<file path="src/rtl/pixel_seq_pkg.sv">
`default_nettype none
// ============================================================================
// Module   : pixel_seq_pkg
// Purpose  : Shared types and constants for the pixel frame sequencer:
//            the frame state enumeration, the read-group select codes and
//            helpers for computing phase-counter reload values.
// Ports    : none (package)
// Revision : 1.0 - initial release
// ============================================================================
package pixel_seq_pkg;

  typedef enum logic [2:0] {
    ST_IDLE    = 3'd0,
    ST_ERASE   = 3'd1,
    ST_EXPOSE  = 3'd2,
    ST_CONVERT = 3'd3,
    ST_READ0   = 3'd4,
    ST_READ1   = 3'd5
  } state_e;

  localparam logic [3:0] READ_GRP0 = 4'b0011;
  localparam logic [3:0] READ_GRP1 = 4'b1100;
  localparam logic [3:0] READ_NONE = 4'b0000;

  // The phase counter runs len-1 .. 0, so a phase of len cycles
  // is loaded with len-1 on entry.
  function automatic logic [7:0] phase_reload(input logic [7:0] len);
    return len - 8'd1;
  endfunction

  // A zero exposure request selects the default exposure length.
  function automatic logic [7:0] expose_length(input logic [7:0] cfg,
                                               input logic [7:0] dflt);
    return (cfg == 8'd0) ? dflt : cfg;
  endfunction

endpackage
`default_nettype wire

</file>
<file path="src/rtl/pix_out_reg.sv">
`default_nettype none
// ============================================================================
// Module   : pix_out_reg
// Purpose  : One-entry output register with a valid/ready handshake.
//            A load may coincide with a downstream transfer; the new word
//            replaces the old one and valid stays high.
// Ports    : clk_i         clock, rising edge
//            reset_i       asynchronous active-high reset (drops the word)
//            load_i        load load_data_i (only when can_load_o is high)
//            load_data_i   word to load
//            can_load_o    register is empty or is being drained this cycle
//            out_data_o    held word
//            out_valid_o   out_data_o holds a word
//            out_ready_i   downstream accepts the word
// Revision : 1.0 - initial release
// ============================================================================
module pix_out_reg (
  input  logic        clk_i,
  input  logic        reset_i,
  input  logic        load_i,
  input  logic [15:0] load_data_i,
  output logic        can_load_o,
  output logic [15:0] out_data_o,
  output logic        out_valid_o,
  input  logic        out_ready_i
);

  logic [15:0] data_q;
  logic        valid_q;

  assign can_load_o  = ~valid_q | out_ready_i;
  assign out_data_o  = data_q;
  assign out_valid_o = valid_q;

  always_ff @(posedge clk_i or posedge reset_i) begin
    if (reset_i) begin
      data_q  <= 16'd0;
      valid_q <= 1'b0;
    end else begin
      if (load_i) begin
        data_q  <= load_data_i;
        valid_q <= 1'b1;
      end else if (out_ready_i) begin
        valid_q <= 1'b0;
      end
    end
  end

endmodule
`default_nettype wire

</file>
<file path="src/rtl/pixel_frame_sequencer.sv">
`default_nettype none
// ============================================================================
// Module   : pixel_frame_sequencer
// Purpose  : Frame-level controller for the pixel array. Sequences
//            ERASE -> EXPOSE -> CONVERT -> READ0 -> READ1, generates the ADC
//            ramp during CONVERT and captures one pixel word per read group
//            into a valid/ready output register.
// Ports    : clk_i          clock, rising edge
//            reset_i        asynchronous active-high reset
//            start_i        frame request, honoured only in IDLE
//            cfg_expose_i   exposure length, latched on start (0 => default)
//            erase_o        pixel erase
//            expose_o       pixel expose
//            convert_o      ADC ramp active
//            read_o         read-group select code
//            adc_ramp_o     digital ramp value (0 outside CONVERT)
//            pix_data_i     pixel bus value while read_o != 0
//            out_data_o     captured pixel word
//            out_valid_o    out_data_o holds a word
//            out_ready_i    downstream accepts the word
//            busy_o         a frame is in progress
//            frame_done_o   one-cycle pulse after the group-1 capture
// Revision : 1.0 - initial release
// ============================================================================
module pixel_frame_sequencer
  import pixel_seq_pkg::*;
#(
  parameter int unsigned C_ERASE   = 5,
  parameter int unsigned C_EXPOSE  = 255,
  parameter int unsigned C_CONVERT = 255,
  parameter int unsigned C_READ    = 5
) (
  input  logic        clk_i,
  input  logic        reset_i,
  input  logic        start_i,
  input  logic [7:0]  cfg_expose_i,
  output logic        erase_o,
  output logic        expose_o,
  output logic        convert_o,
  output logic [3:0]  read_o,
  output logic [7:0]  adc_ramp_o,
  input  logic [15:0] pix_data_i,
  output logic [15:0] out_data_o,
  output logic        out_valid_o,
  input  logic        out_ready_i,
  output logic        busy_o,
  output logic        frame_done_o
);

  localparam logic [7:0] ERASE_LEN   = 8'(C_ERASE);
  localparam logic [7:0] EXPOSE_DFLT = 8'(C_EXPOSE);
  localparam logic [7:0] CONVERT_LEN = 8'(C_CONVERT);
  localparam logic [7:0] READ_LEN    = 8'(C_READ);

  state_e      state_q;
  logic [7:0]  cnt_q;
  logic [7:0]  expose_len_q;
  logic        erase_q;
  logic        expose_q;
  logic        convert_q;
  logic [3:0]  read_q;
  logic [7:0]  ramp_q;
  logic        busy_q;
  logic        frame_done_q;

  logic        can_load;
  logic        capture;

  // A read window captures on its last cycle, but only once the output
  // register can take the word; until then the FSM stalls on that cycle.
  assign capture = (cnt_q == 8'd0) && can_load &&
                   ((state_q == ST_READ0) || (state_q == ST_READ1));

  pix_out_reg u_out_reg (
    .clk_i       (clk_i),
    .reset_i     (reset_i),
    .load_i      (capture),
    .load_data_i (pix_data_i),
    .can_load_o  (can_load),
    .out_data_o  (out_data_o),
    .out_valid_o (out_valid_o),
    .out_ready_i (out_ready_i)
  );

  always_ff @(posedge clk_i or posedge reset_i) begin
    if (reset_i) begin
      state_q      <= ST_IDLE;
      cnt_q        <= 8'd0;
      expose_len_q <= 8'd0;
      erase_q      <= 1'b0;
      expose_q     <= 1'b0;
      convert_q    <= 1'b0;
      read_q       <= READ_NONE;
      ramp_q       <= 8'd0;
      busy_q       <= 1'b0;
      frame_done_q <= 1'b0;
    end else begin
      frame_done_q <= 1'b0;
      case (state_q)
        ST_IDLE: begin
          if (start_i) begin
            state_q      <= ST_ERASE;
            cnt_q        <= phase_reload(ERASE_LEN);
            expose_len_q <= expose_length(cfg_expose_i, EXPOSE_DFLT);
            erase_q      <= 1'b1;
            busy_q       <= 1'b1;
          end
        end
        ST_ERASE: begin
          if (cnt_q == 8'd0) begin
            state_q  <= ST_EXPOSE;
            cnt_q    <= phase_reload(expose_len_q);
            erase_q  <= 1'b0;
            expose_q <= 1'b1;
          end else begin
            cnt_q <= cnt_q - 8'd1;
          end
        end
        ST_EXPOSE: begin
          if (cnt_q == 8'd0) begin
            state_q   <= ST_CONVERT;
            cnt_q     <= phase_reload(CONVERT_LEN);
            expose_q  <= 1'b0;
            convert_q <= 1'b1;
            ramp_q    <= 8'd0;
          end else begin
            cnt_q <= cnt_q - 8'd1;
          end
        end
        ST_CONVERT: begin
          if (cnt_q == 8'd0) begin
            state_q   <= ST_READ0;
            cnt_q     <= phase_reload(READ_LEN);
            convert_q <= 1'b0;
            ramp_q    <= 8'd0;
            read_q    <= READ_GRP0;
          end else begin
            cnt_q  <= cnt_q - 8'd1;
            ramp_q <= ramp_q + 8'd1;
          end
        end
        ST_READ0: begin
          if (cnt_q != 8'd0) begin
            cnt_q <= cnt_q - 8'd1;
          end else if (can_load) begin
            state_q <= ST_READ1;
            cnt_q   <= phase_reload(READ_LEN);
            read_q  <= READ_GRP1;
          end
        end
        ST_READ1: begin
          if (cnt_q != 8'd0) begin
            cnt_q <= cnt_q - 8'd1;
          end else if (can_load) begin
            state_q      <= ST_IDLE;
            read_q       <= READ_NONE;
            busy_q       <= 1'b0;
            frame_done_q <= 1'b1;
          end
        end
        default: begin
          state_q <= ST_IDLE;
        end
      endcase
    end
  end

  assign erase_o      = erase_q;
  assign expose_o     = expose_q;
  assign convert_o    = convert_q;
  assign read_o       = read_q;
  assign adc_ramp_o   = ramp_q;
  assign busy_o       = busy_q;
  assign frame_done_o = frame_done_q;

endmodule
`default_nettype wire

</file>
<file path="config.mk">
export PLATFORM = sky130hd
export DESIGN_NAME = pixel_frame_sequencer
export DESIGN_NICKNAME = d
export VERILOG_FILES = /design/src/rtl/pixel_seq_pkg.sv /design/src/rtl/pix_out_reg.sv /design/src/rtl/pixel_frame_sequencer.sv
export SDC_FILE = /design/constraint.sdc
export NUM_CORES = 1
export LEC_CHECK = 0
export ABC_AREA = 1
export BUFFER_PORTS_ARGS = -buffer_cell sky130_fd_sc_hd__buf_2
export CORE_UTILIZATION = 50
export CTS_CLUSTER_DIAMETER = 120
export CTS_CLUSTER_SIZE = 14
export DETAILED_ROUTE_END_ITERATION = 10
export PLACE_DENSITY = 0.75
export SLEW_MARGIN = 20
export SYNTH_ARGS = -nofsm -noshare
export SYNTH_HDL_FRONTEND = slang
export SYNTH_SLANG_ARGS = --single-unit
</file>
<file path="constraint.sdc">
create_clock -name clk_i -period 2 [get_ports clk_i]
set_clock_uncertainty 0.1 [all_clocks]
set_input_delay 0.2 -clock clk_i [delete_from_list [all_inputs] [get_ports clk_i]]
set_output_delay 0.2 -clock clk_i [all_outputs]
set_load 0.005 [all_outputs]
</file>
==> metrics.txt <==
status finished clean; CP max FO 7; Placer Congestion a little under 0.9; Yosys reg bits 51; number of global-route vias before repair roughly 2,200; io pins 62; Synth area leader dfrtp_1; Top cell by count, worst path nand2_1; H-tree depth 2; Area Growth Syn to Fin 21.9%; Synth area leaders dfrtp_1 46%, nand2_1 12%, inv_1 5.6%; Die Area roughly 0.0058 sq mm; largest net degree at the start of global routing 23; WP data arrival between 2 and 2.5 ns; Mapped Nets ~360; Ant. Diodes 0; Die W 76.1 um; remaining global-route overflow 0; fill count roughly 450; vias between 2,000 and 2,500; core area 0.00520 sq mm; Post-Syn Area 0.00275 sq mm; Starting Density roughly 53%; Commonest cells post-synth 85 x nand2_1, 51 x dfrtp_1, 41 x inv_1; first-pass GRT wire length between 10,000 and 15,000 um; post-synthesis cell count about 330; Setup crit end kind register; Max VDD drop between 0.2 and 0.3 mV; final core occ roughly 64%; Root Buffer clkbuf_8; placed inst area 0.00317 sq mm; initial antenna violation count 0; Distinct cells, synth 31; synthesis warning total 0; cell row count 26; total power 1.93 mW; Post-DRT Antenna Nets 0; total global-route track usage roughly 22%; HPWL after DPL 4590 um; Crit-path slowest cell dfrtp_1; Die Y between 70 and 80 um; EDFF count, synth 0; clock sinks 51; Via density 5.11; worst endpoint required time ~2.1 ns; Design Area, Final 0.00335 sq mm; Max Fclk about 530 MHz; Buffers & Inverters on Critical Path 3; share of post-route cells with drive strength above 1 28.9%; final count of negative-setup-slack endpoints 0; CTS Buf Count 5; actual slew at the worst max-slew pin ~0.46 ns; Synth async-reset ratio 100%; slowest stage delay, CP 0.39 ns; Reg clk slew, reported paths about 0.090 ns; hold crit path type primary input to register; Routed WL about 6000 um; worst hold slack about 0.025 ns; final worst slack 0.120 ns; IO buf count around 60; Power Density 576 mW/mm^2; First-pass DRT Iterations 4; Synth top area share roughly 46%; most numerous cell in the Yosys netlist nand2_1; Post-synth top flop dfrtp_1; crit path launch type register; P_leak between 1.5 and 2 nW; slew margin rel. between 60 and 70%; Routed WL per cell around 13 um; Slew Viols, Final 0; Final nets between 400 and 500; clock tree buffer depth 2; Cells after DPL 460; Largest delay share family, worst path simple AND/OR/NAND/NOR gates; syn avg cell area around 8.4 sq um; clk_lat worst skew 0.30 ns; Final period util about 94%; worst slack, placed 0.0704 ns; min Tclk post-route about 1.9 ns; fin cells 472; Final Hold Viols 0; initial drt markers roughly 100; critical path, cell by cell inv_1 -> ha_2 -> nand2_1 -> nor2_2 -> nand2_2 -> buf_4 -> buf_4 -> nand2_1 -> nand3_1 -> nand3_1 -> nand2_1 -> nand2_1; Fin Setup TNS 0 ns; Max-Cap Viols 0; drt drc 0; post-synthesis sequential area ratio 46.4%; WS Path Type register to register; CTS tree built
-- report_power, final --
part	switching [mW]	total, mW	internal, mW	leakage (nW)
clock network	0.342	0.840	0.499	0.0644
logic	0.0338	0.0588	0.0250	1.18
registers	0	1.03	1.03	0.623
-- logic make-up after synthesis --
group	share of synthesized area [%]
muxes	7.79
adders and majority gates	2.28
DFF	46.4
AOI/OAI and AO/OA	9.93
and+or+nand+nor	24.8
buffers and inverters	7.15
xor gates and xnor gates	1.59
-- per-layer routing --
metal  track usage (%)  share of wire (%)
met3              3.59                4.3
met5                 0                  0
met2              36.9                 50
met1              28.0                 44
met4              6.54                1.6
-- sequential cells by signal, indices dropped and copies added (netlist names) --
signal and cells:
u_out_reg.out_valid_o 1, cnt_q 8, adc_ramp_o 8, expose_len_q 8, read_o 2, expose_o 1
u_out_reg.out_data_o 16, erase_o 1, frame_done_o 1, state_q 3, convert_o 1, busy_o 1
-- final timing paths --
path / start / endpoint / slack [ns] / cells past startpoint
min in group asynchronous: reset_i / read_o[1] / 0.35 / 3
max in group asynchronous: reset_i / u_out_reg.out_data_o[4] / 0.88 / 4
max reg2reg: cnt_q[0] / cnt_q[5] / 0.12 / 12
min: pix_data_i[13] / u_out_reg.out_data_o[13] / 0.03 / 2
min reg2reg: expose_o / expose_o / 0.39 / 2
max: cnt_q[0] / cnt_q[5] / 0.12 / 12
-- area by class of cell --
cell class / count / area, sq um / share of cell area [%]
flip-flops and latches: 51 / 1280 / 38.1
well taps: 70 / 87.6 / 2.61
clock buffers: 5 / 68.8 / 2.05
multi-input cells: 227 / 1290 / 38.5
inverters: 43 / 161 / 4.82
clock inverters: 3 / 67.6 / 2.02
repair buffers: 73 / 398 / 11.9
-- what timing repair did --
action,in CTS,in global routing
endpoints found under the setup margin,1,14
setup buffers,0,3
hold buffers,1,0
pin swaps,0,1
gates resized for setup,1,6
endpoints found under the hold margin,20,0
-- layout by cell type (no fill, tap or decap), drive strengths merged --
master | Yosys | routed
o211ai | 1 | 1
o2111ai | 1 | 1
nand3 | 28 | 28
or2 | 1 | 1
dfrtp | 51 | 51
a21oi | 6 | 6
inv | 43 | 43
nor2 | 31 | 31
nand4 | 3 | 3
a22oi | 7 | 7
o22ai | 3 | 3
clkinvlp | 0 | 1
nand2 | 88 | 88
ha | 5 | 5
buf | 4 | 72
clkbuf | 1 | 5
xor2 | 3 | 3
mux2 | 16 | 16
xnor2 | 2 | 2
nor3 | 3 | 3
a32o | 2 | 2
bufinv | 0 | 2
dlygate4sd3 | 0 | 1
o21ai | 27 | 27
No activity file was read; power rests on OpenSTA's default activity.
